**src/rtl/branch_resolve.sv**
```systemverilog
// branch_resolve -- execute-stage branch/jump resolution unit.
//
// Resolves a decoded conditional branch, JAL or JALR: evaluates the B-type
// condition (signed/unsigned XLEN-bit compare) and computes the architecturally
// correct next PC. It returns pc+4 as the link value to writeback. When the
// fetch prediction was wrong it issues a redirect. One-entry registered stage:
// results appear one cycle after accept and are held until each output channel
// handshakes on its own.
//
// Ports
//   clk, rst                        clock (rising edge), async active-high reset
//   in_valid / in_ready             input handshake
//   in_funct3, in_is_jal, in_is_jalr decoded branch kind
//   in_pc, in_rs1, in_rs2, in_imm    instruction PC, operands, sign-extended imm
//   in_pred_pc                      next PC that fetch already followed
//   flush                           kill held and incoming instruction
//   out_valid / out_ready           writeback channel handshake
//   out_taken, out_link, out_next_pc, out_illegal, out_misalign   writeback data
//   redirect_valid / redirect_ready fetch redirect handshake
//   redirect_pc                     restart address (same as out_next_pc)
module branch_resolve #(
   parameter int unsigned     XLEN   = 64,
   parameter logic [XLEN-1:0] RST_PC = '0
) (
   input  logic            clk,
   input  logic            rst,
   input  logic            in_valid,
   output logic            in_ready,
   input  logic [2:0]      in_funct3,
   input  logic            in_is_jal,
   input  logic            in_is_jalr,
   input  logic [XLEN-1:0] in_pc,
   input  logic [XLEN-1:0] in_rs1,
   input  logic [XLEN-1:0] in_rs2,
   input  logic [XLEN-1:0] in_imm,
   input  logic [XLEN-1:0] in_pred_pc,
   input  logic            flush,
   output logic            out_valid,
   input  logic            out_ready,
   output logic            out_taken,
   output logic [XLEN-1:0] out_link,
   output logic [XLEN-1:0] out_next_pc,
   output logic            out_illegal,
   output logic            out_misalign,
   output logic            redirect_valid,
   input  logic            redirect_ready,
   output logic [XLEN-1:0] redirect_pc
);

   typedef enum logic {IDLE, HOLD} state_t;

   state_t          state_q, state_d;
   logic            out_valid_q, out_valid_d;
   logic            redirect_valid_q, redirect_valid_d;
   logic            taken_q, taken_d;
   logic            illegal_q, illegal_d;
   logic            misalign_q, misalign_d;
   logic [XLEN-1:0] link_q, link_d;
   logic [XLEN-1:0] next_pc_q, next_pc_d;

   // Resolution of the offered instruction
   logic            is_jump;
   logic            eq, lt_s, lt_u, low_lt;
   logic            cond_taken, res_illegal, res_taken, res_misalign, res_mispredict;
   logic [XLEN-1:0] pc_plus4, jalr_sum, target, res_next_pc;

   // Channel / control
   logic            out_done, redirect_done, accept;

   always_comb begin
      is_jump = in_is_jal | in_is_jalr;
      eq      = (in_rs1 == in_rs2);
      low_lt  = (in_rs1[XLEN-2:0] < in_rs2[XLEN-2:0]);
      // Differing MSBs decide the compare on their own: a set rs1 MSB means
      // "less" for signed and "greater" for unsigned.
      lt_s    = (in_rs1[XLEN-1] != in_rs2[XLEN-1]) ? in_rs1[XLEN-1] : low_lt;
      lt_u    = (in_rs1[XLEN-1] != in_rs2[XLEN-1]) ? in_rs2[XLEN-1] : low_lt;

      cond_taken  = 1'b0;
      res_illegal = 1'b0;
      case (in_funct3)
         3'b000:  cond_taken = eq;
         3'b001:  cond_taken = ~eq;
         3'b100:  cond_taken = lt_s;
         3'b101:  cond_taken = ~lt_s;
         3'b110:  cond_taken = lt_u;
         3'b111:  cond_taken = ~lt_u;
         default: res_illegal = ~is_jump;
      endcase

      res_taken = is_jump | (cond_taken & ~res_illegal);

      pc_plus4 = in_pc + XLEN'(4);
      jalr_sum = in_rs1 + in_imm;
      target   = in_is_jalr ? {jalr_sum[XLEN-1:1], 1'b0} : (in_pc + in_imm);

      res_next_pc    = res_taken ? target : pc_plus4;
      res_misalign   = res_taken & target[1];
      res_mispredict = (res_next_pc != in_pred_pc) & ~res_misalign & ~res_illegal;
   end

   // A channel counts as done if it has nothing pending or handshakes now.
   always_comb begin
      out_done      = ~out_valid_q | out_ready;
      redirect_done = ~redirect_valid_q | redirect_ready;
      in_ready      = (state_q == IDLE) | (out_done & redirect_done);
      accept        = in_valid & in_ready & ~flush;
   end

   always_comb begin
      state_d          = state_q;
      out_valid_d      = out_valid_q & ~out_ready;
      redirect_valid_d = redirect_valid_q & ~redirect_ready;
      taken_d          = taken_q;
      illegal_d        = illegal_q;
      misalign_d       = misalign_q;
      link_d           = link_q;
      next_pc_d        = next_pc_q;

      if (flush) begin
         state_d          = IDLE;
         out_valid_d      = 1'b0;
         redirect_valid_d = 1'b0;
      end else if (accept) begin
         state_d          = HOLD;
         out_valid_d      = 1'b1;
         redirect_valid_d = res_mispredict;
         taken_d          = res_taken;
         illegal_d        = res_illegal;
         misalign_d       = res_misalign;
         link_d           = pc_plus4;
         next_pc_d        = res_next_pc;
      end else begin
         state_d = (out_valid_d | redirect_valid_d) ? HOLD : IDLE;
      end
   end

   always_ff @(posedge clk or posedge rst) begin
      if (rst) begin
         state_q          <= IDLE;
         out_valid_q      <= 1'b0;
         redirect_valid_q <= 1'b0;
         taken_q          <= 1'b0;
         illegal_q        <= 1'b0;
         misalign_q       <= 1'b0;
         link_q           <= '0;
         next_pc_q        <= RST_PC;
      end else begin
         state_q          <= state_d;
         out_valid_q      <= out_valid_d;
         redirect_valid_q <= redirect_valid_d;
         taken_q          <= taken_d;
         illegal_q        <= illegal_d;
         misalign_q       <= misalign_d;
         link_q           <= link_d;
         next_pc_q        <= next_pc_d;
      end
   end

   always_comb begin
      out_valid      = out_valid_q;
      out_taken      = taken_q;
      out_link       = link_q;
      out_next_pc    = next_pc_q;
      out_illegal    = illegal_q;
      out_misalign   = misalign_q;
      redirect_valid = redirect_valid_q;
      redirect_pc    = next_pc_q;
   end

endmodule

```
**config.mk**
```make
export PLATFORM = sky130hd
export DESIGN_NAME = branch_resolve
export DESIGN_NICKNAME = d
export VERILOG_FILES = /design/src/rtl/branch_resolve.sv
export SDC_FILE = /design/constraint.sdc
export NUM_CORES = 1
export LEC_CHECK = 0
export CORE_AREA = 2 2 205 207
export DETAILED_ROUTE_END_ITERATION = 10
export DIE_AREA = 0 0 207 209
export PLACE_DENSITY = 0.73
export SLEW_MARGIN = 10
export SYNTH_ARGS = -nofsm -noshare
export SYNTH_HDL_FRONTEND = slang
export SYNTH_SLANG_ARGS = --single-unit
```
**constraint.sdc**
```tcl
create_clock -name clk -period 13.2 [get_ports clk]
set_clock_uncertainty 0.15 [all_clocks]
set_input_delay 2.64 -clock clk [delete_from_list [all_inputs] [get_ports clk]]
set_output_delay 2.64 -clock clk [all_outputs]
set_load 0.01 [all_outputs]
```
==> results of run 1 <==
[power by group]
group          switching, mW  internal, mW
sequential            0.0744         0.488
combinational          0.712         0.574
clock                  0.200         0.303
[worst paths after layout]
kind,from,end,cells after the start
max in group asynchronous,rst,out_link[61],3
max,in_rs1[61],redirect_valid,18
max reg2reg,redirect_valid,out_link[10],7
min,out_link[46],out_link[46],2
min in group asynchronous,rst,out_link[13],2
min reg2reg,out_link[46],out_link[46],2
[layer usage]
layer	global-route usage, %	vias to the layer above	part of all wire, %
met4	12.3	4	3.4
met3	5.80	141	9.0
li1	-	9678	-
met2	57.8	1160	44
met1	53.0	9941	44
met5	0	-	0.030
[final cells by class]
class	instances	area, sq um	share of cell area, %
clock buffer	17	425	1.78
clock inverter	15	194	0.812
inverter	102	388	1.62
multi-input combinational	2068	13500	56.4
timing repair buffer	537	5350	22.4
sequential	134	3350	14.0
tap	539	674	2.82
antenna	7	17.5	0.0733
[cell usage in the layout, fill, tap and decap left out, drive strengths merged, types with 8 or more instances in the layout]
master and count:
nor2 171, a21boi 8, inv 107, o31ai 18, nand4 67, nand3 70
nor4 25, clkbuf 17, nor3 39, or3 15, a21oi 207, a21o 58
nand2b 15, mux2 8, nor2b 13, o21ai 209, a31oi 25, clkdlybuf4s50 527
and2 17, mux2i 43, xnor2 107, o21a 24, a211oi 34, xor2 100
and3 26, ha 189, and4 13, buf 10, o211ai 26, o21bai 21
dfrtp 134, a2111oi 12, nand2 394
[worst max-delay path: stages]
cell and delay (ns):
clkdlybuf4s50_1 0.48, ha_1 0.35, nand4_1 0.19, nor4_1 0.77, and4_1 0.44, nand3_1 0.14
xor2_1 0.19, o31a_1 0.29, o21ai_4 0.07, buf_4 0.71, o211ai_1 0.26, o21ai_0 0.28
xnor2_1 0.12, nor4_1 0.65, nand4_1 0.25, or4_1 0.56, nor4b_1 0.36, nor2_1 0.08
[cell families (layout without fill, tap and decap cells)]
group | count (synthesis) | count (layout) | synth area share, %
AND/OR/NAND/NOR | 890 | 890 | 23.1
AO/OA/AOI/OAI | 729 | 729 | 25.2
buffers and inverters | 265 | 671 | 6.91
XOR/XNOR | 207 | 207 | 10.0
adder cells (fa/ha/maj) | 191 | 191 | 13.3
flip-flops | 134 | 134 | 18.6
multiplexers | 51 | 51 | 2.88
other | 0 | 7 | 0
[flip-flops by register name, summed over array words and instances (netlist names)]
name / flops
out_illegal: 1
out_link: 64
out_misalign: 1
out_next_pc: 64
out_taken: 1
out_valid: 1
redirect_valid: 1
state_q: 1
[per-stage QoR]
stage          cell area [sq um]  total power [mW]
6_report                   23900              2.35
5_1_grt                    23900              2.46
4_1_cts                    23900              2.33
3_5_place_dp               23200              1.82
3_3_place_gp               23200              1.81
2_1_floorplan              18100              1.23
==> results.cfg, run 1 <==
[worst_setup_path]
cp-end-kind = flop
r2r_setup_slack_ns = 9.87
critical_path.max_fanout = 77
required_ns = 13.35
cp.arrival_ns = 8.85
crit_path_start_kind = input port
path_class = in2reg

[sta]
fin_crit_ns = 8.70
setup_violations = 0
setup_tns_ns = 0
grt_setup_unrepaired = no
finalHoldViolations = 0
max_slew_margin_pct = 29.2
setup_ws_ns = 4.50
max_freq_ghz = 0.115
period_share_pct = 65.9
whs_ns = 0.328
drv_slew = 0
tightest_slew_ns = 1.06

[placed_design]
dp_worst_setup_slack_ns = 4.15
dp_hpwl_mm = 72.0
numPortBuffers = 528
place.gp.congestion = 1.04
dp_cells = 3380

[yosys]
synth_top_cell_by_area = dfrtp_1
netlist-cell-type-count = 77
synth_edf_count = 0
syn-instance-count = 2467
ys_seq_area_share_pct = 18.6
syn-cell-area_sq_um = 18100
synth.avg_cell_area_sq_um = 7.32
synth_area_leaders = dfrtp_1 19%, ha_1 13%, nand2_1 8.2%
synth.top_cell.area_share_pct = 18.6
ys.warnings.count = 0
synth_most_common_cell = nand2_1
synth-main-ff-cell = dfrtp_1
ys_seq_elements = 134
syn_nets = 2989
async_flop_share_pct = 100
synthTopCellsByCount = 394 x nand2_1, 207 x a21oi_1, 205 x o21ai_0, 189 x ha_1, 171 x nor2_1

[die]
die_w_um = 207
core_area_sq_um = 41300
io-pin-count = 529
die_h_um = 209
rows = 75
initial_utilization_pct = 43.7
die_area_sq_um = 43300

[global_routing]
grt-ovfl-total = 0
grt_max_degree = 120
grt_pass1_vias = 19400
antenna_found_initial = 9
track_usage_pct = 37.3
grt_pass1_wl_mm = 123

[power_and_ir_drop]
vdd_drop_max_mv = 0.0893
powerDensity_nw_per_um2 = 98.4
leakage_nw = 10.3

[drt]
drtAntennaViolNets = 0
drc = 0
vias = 20900
via_per_inst = 6.12
first_pass_iters = 6
drtIter0Drc = 2110
routed_wl_mm = 84.7
wl_per_cell_um = 24.8

[final_layout]
fill_cells = 3877
layout-drive-gt1-share_pct = 2.54
layoutNonFillerInstCount = 3419
finalNetCount = 3382
syn_to_final_growth_pct = 32.2
utilization_pct = 57.8

[hold_path]
hold_class = reg2reg

[clocking]
clockBufferDepth = 2
cts_sinks = 134
cts_resized = 0
cts_buffers = 17
cts_tree = done
clk_pin_slew_worst_paths_ns = 0.06
htree_levels = 4
cts_hold_buf = 0
insertion_delay_ns = 0.42
cts_root_buf = clkbuf_16
postCtsSetupRepairBufs = 0

[outcome]
status = finished clean

[flow_run]
cap_violations = 0
Note: power is estimated with default switching activity, not from simulation.
==> run 2: changes to the inputs <==
clock period = 8.69 ns   (was 13.2 ns; I/O delays follow)
==> results.cfg, run 2 (same netlist as run 1, synthesis figures left out) <==
[outcome]
status = finished clean

[worst_setup_path]
cp_top_family = simple AND/OR/NAND/NOR gates
slowest_stage = nor4_1
required_ns = 8.85
critical_path.max_fanout = 54
r2r_end = redirect_valid
critical_path.cell_chain = clkdlybuf4s50_1, ha_1, nand4_1, nor4_1, and4_1, a211o_1, nor3_1, o21ai_4, buf_4, mux2i_1, xor2_1, nor3_1, nand4_1, or4_1, nor4b_1, nor2_1
path_class = in2reg
crit_path_start_kind = input port
path_buf_inv = 2
reg2reg_depth = 13
cp-end-kind = flop
slowest_delay_ns = 0.81
cp.arrival_ns = 7.92
regToRegStartpoint = redirect_valid
r2r_setup_slack_ns = 5.54

[clocking]
htree_levels = 4
cts_sinks = 134
cts_resized = 0
cts_tree = done
clk_pin_slew_worst_paths_ns = 0.06
clockBufferDepth = 2
cts_hold_buf = 0
insertion_delay_ns = 0.42
cts_root_buf = clkbuf_16
postCtsSetupRepairBufs = 0
cts_buffers = 17

[drt]
via_per_inst = 6.16
drc = 0
drtIter0Drc = 2008
wl_per_cell_um = 24.9
vias = 21100
routed_wl_mm = 85.6
first_pass_iters = 6
drtAntennaViolNets = 0

[sta]
setup_tns_ns = 0
drv_slew = 0
period_share_pct = 89.3
max_slew_margin_pct = 27.4
fin_crit_ns = 7.76
max_freq_ghz = 0.129
tightest_slew_ns = 1.09
finalHoldViolations = 0
setup_violations = 0
grt_setup_unrepaired = no

[global_routing]
grt_max_degree = 109
grt-ovfl-total = 0
grt_pass1_vias = 19600
grt_pass1_wl_mm = 125
track_usage_pct = 37.9
antenna_found_initial = 13

[die]
rows = 75
die_w_um = 207
initial_utilization_pct = 43.7
die_h_um = 209
io-pin-count = 529
core_area_sq_um = 41300
die_area_sq_um = 43300

[final_layout]
final_common_cell = clkdlybuf4s50_1
fill_cells = 3886
final_cell_mix = 527 x clkdlybuf4s50_1, 394 x nand2_1, 207 x a21oi_1
layout-drive-gt1-share_pct = 2.71
syn_to_final_growth_pct = 32.5
utilization_pct = 58.0
finalNetCount = 3388

[hold_path]
hold_class = reg2reg
worstHoldPathCells = 2
min_from = out_link[1]
min_to = out_link[1]

[power_and_ir_drop]
vdd_drop_max_mv = 0.135
powerDensity_nw_per_um2 = 149
leakage_nw = 10.3

[placed_design]
place.gp.congestion = 1.05
numPortBuffers = 528
dp_hpwl_mm = 73.2

[flow_run]
cap_violations = 0
## run 2: worst max path at each step
| stage | start | to | slack [ns] | cells after the start |
|---|---|---|---|---|
| 2_1_floorplan | in_imm[0] | redirect_valid | 2.71 | 17 |
| 3_3_place_gp | in_rs1[61] | redirect_valid | 0.70 | 19 |
| 3_5_place_dp | in_rs1[61] | redirect_valid | 0.61 | 19 |
| 4_1_cts | in_rs1[61] | redirect_valid | 1.05 | 19 |
| 5_1_grt | in_rs1[61] | redirect_valid | 0.80 | 19 |
| 6_report | in_rs1[62] | redirect_valid | 0.93 | 16 |
## run 2: where the power goes
part           total, mW  switching [mW]  leakage (nW)  internal, mW
sequential         0.853           0.111          1.66         0.741
clock              0.754           0.300         0.291         0.454
combinational       1.97            1.09          8.35         0.874
total               3.57            1.50          10.3          2.07
## run 2: worst reg2reg max path, stage by stage, from the launching register on
cell and delay, ns:
dfrtp_1 0.42, nand2b_1 0.14, nand2_1 0.09, nand2_1 0.09, nand2_1 0.13, nand2_1 0.10, o21ai_0 0.17, a21oi_1 0.23
nand4_1 0.13, nor4_2 0.21, nand4_1 0.19, or4_1 0.55, nor4b_1 0.33, nor2_1 0.08
## run 2: area by class of cell
| cell class | count | area [sq um] | area share, % |
|---|---|---|---|
| multi-input combinational | 2068 | 13500 | 56.3 |
| clock buffer | 18 | 429 | 1.79 |
| timing repair buffer | 543 | 5400 | 22.5 |
| tap | 539 | 674 | 2.82 |
| inverter | 102 | 388 | 1.62 |
| clock inverter | 14 | 176 | 0.737 |
| antenna | 13 | 32.5 | 0.136 |
| sequential | 134 | 3350 | 14.0 |
## run 2: through the flow
stage / instances / hold WS, ns / setup WS [ns] / total power, mW / cell area [sq um]
after detailed placement: 3386 / 0.314 / 0.615 / 2.78 / 23300
after floorplan: 2467 / 0.364 / 2.71 / 1.88 / 18100
final: 3431 / 0.329 / 0.926 / 3.57 / 23900
after global placement: 3386 / 0.313 / 0.696 / 2.76 / 23300
after CTS: 3418 / 0.328 / 1.05 / 3.54 / 23900
after global routing: 3430 / 0.350 / 0.799 / 3.74 / 23900
## run 2: layer usage
metal / global-route usage (%) / vias up / wire length [um]
li1: - / 9703 / -
met1: 53.1 / 10200 / 36500
met2: 59.8 / 1138 / 38500
met3: 4.88 / 137 / 7680
met4: 13.7 / 0 / 2930
met5: 0 / - / 0
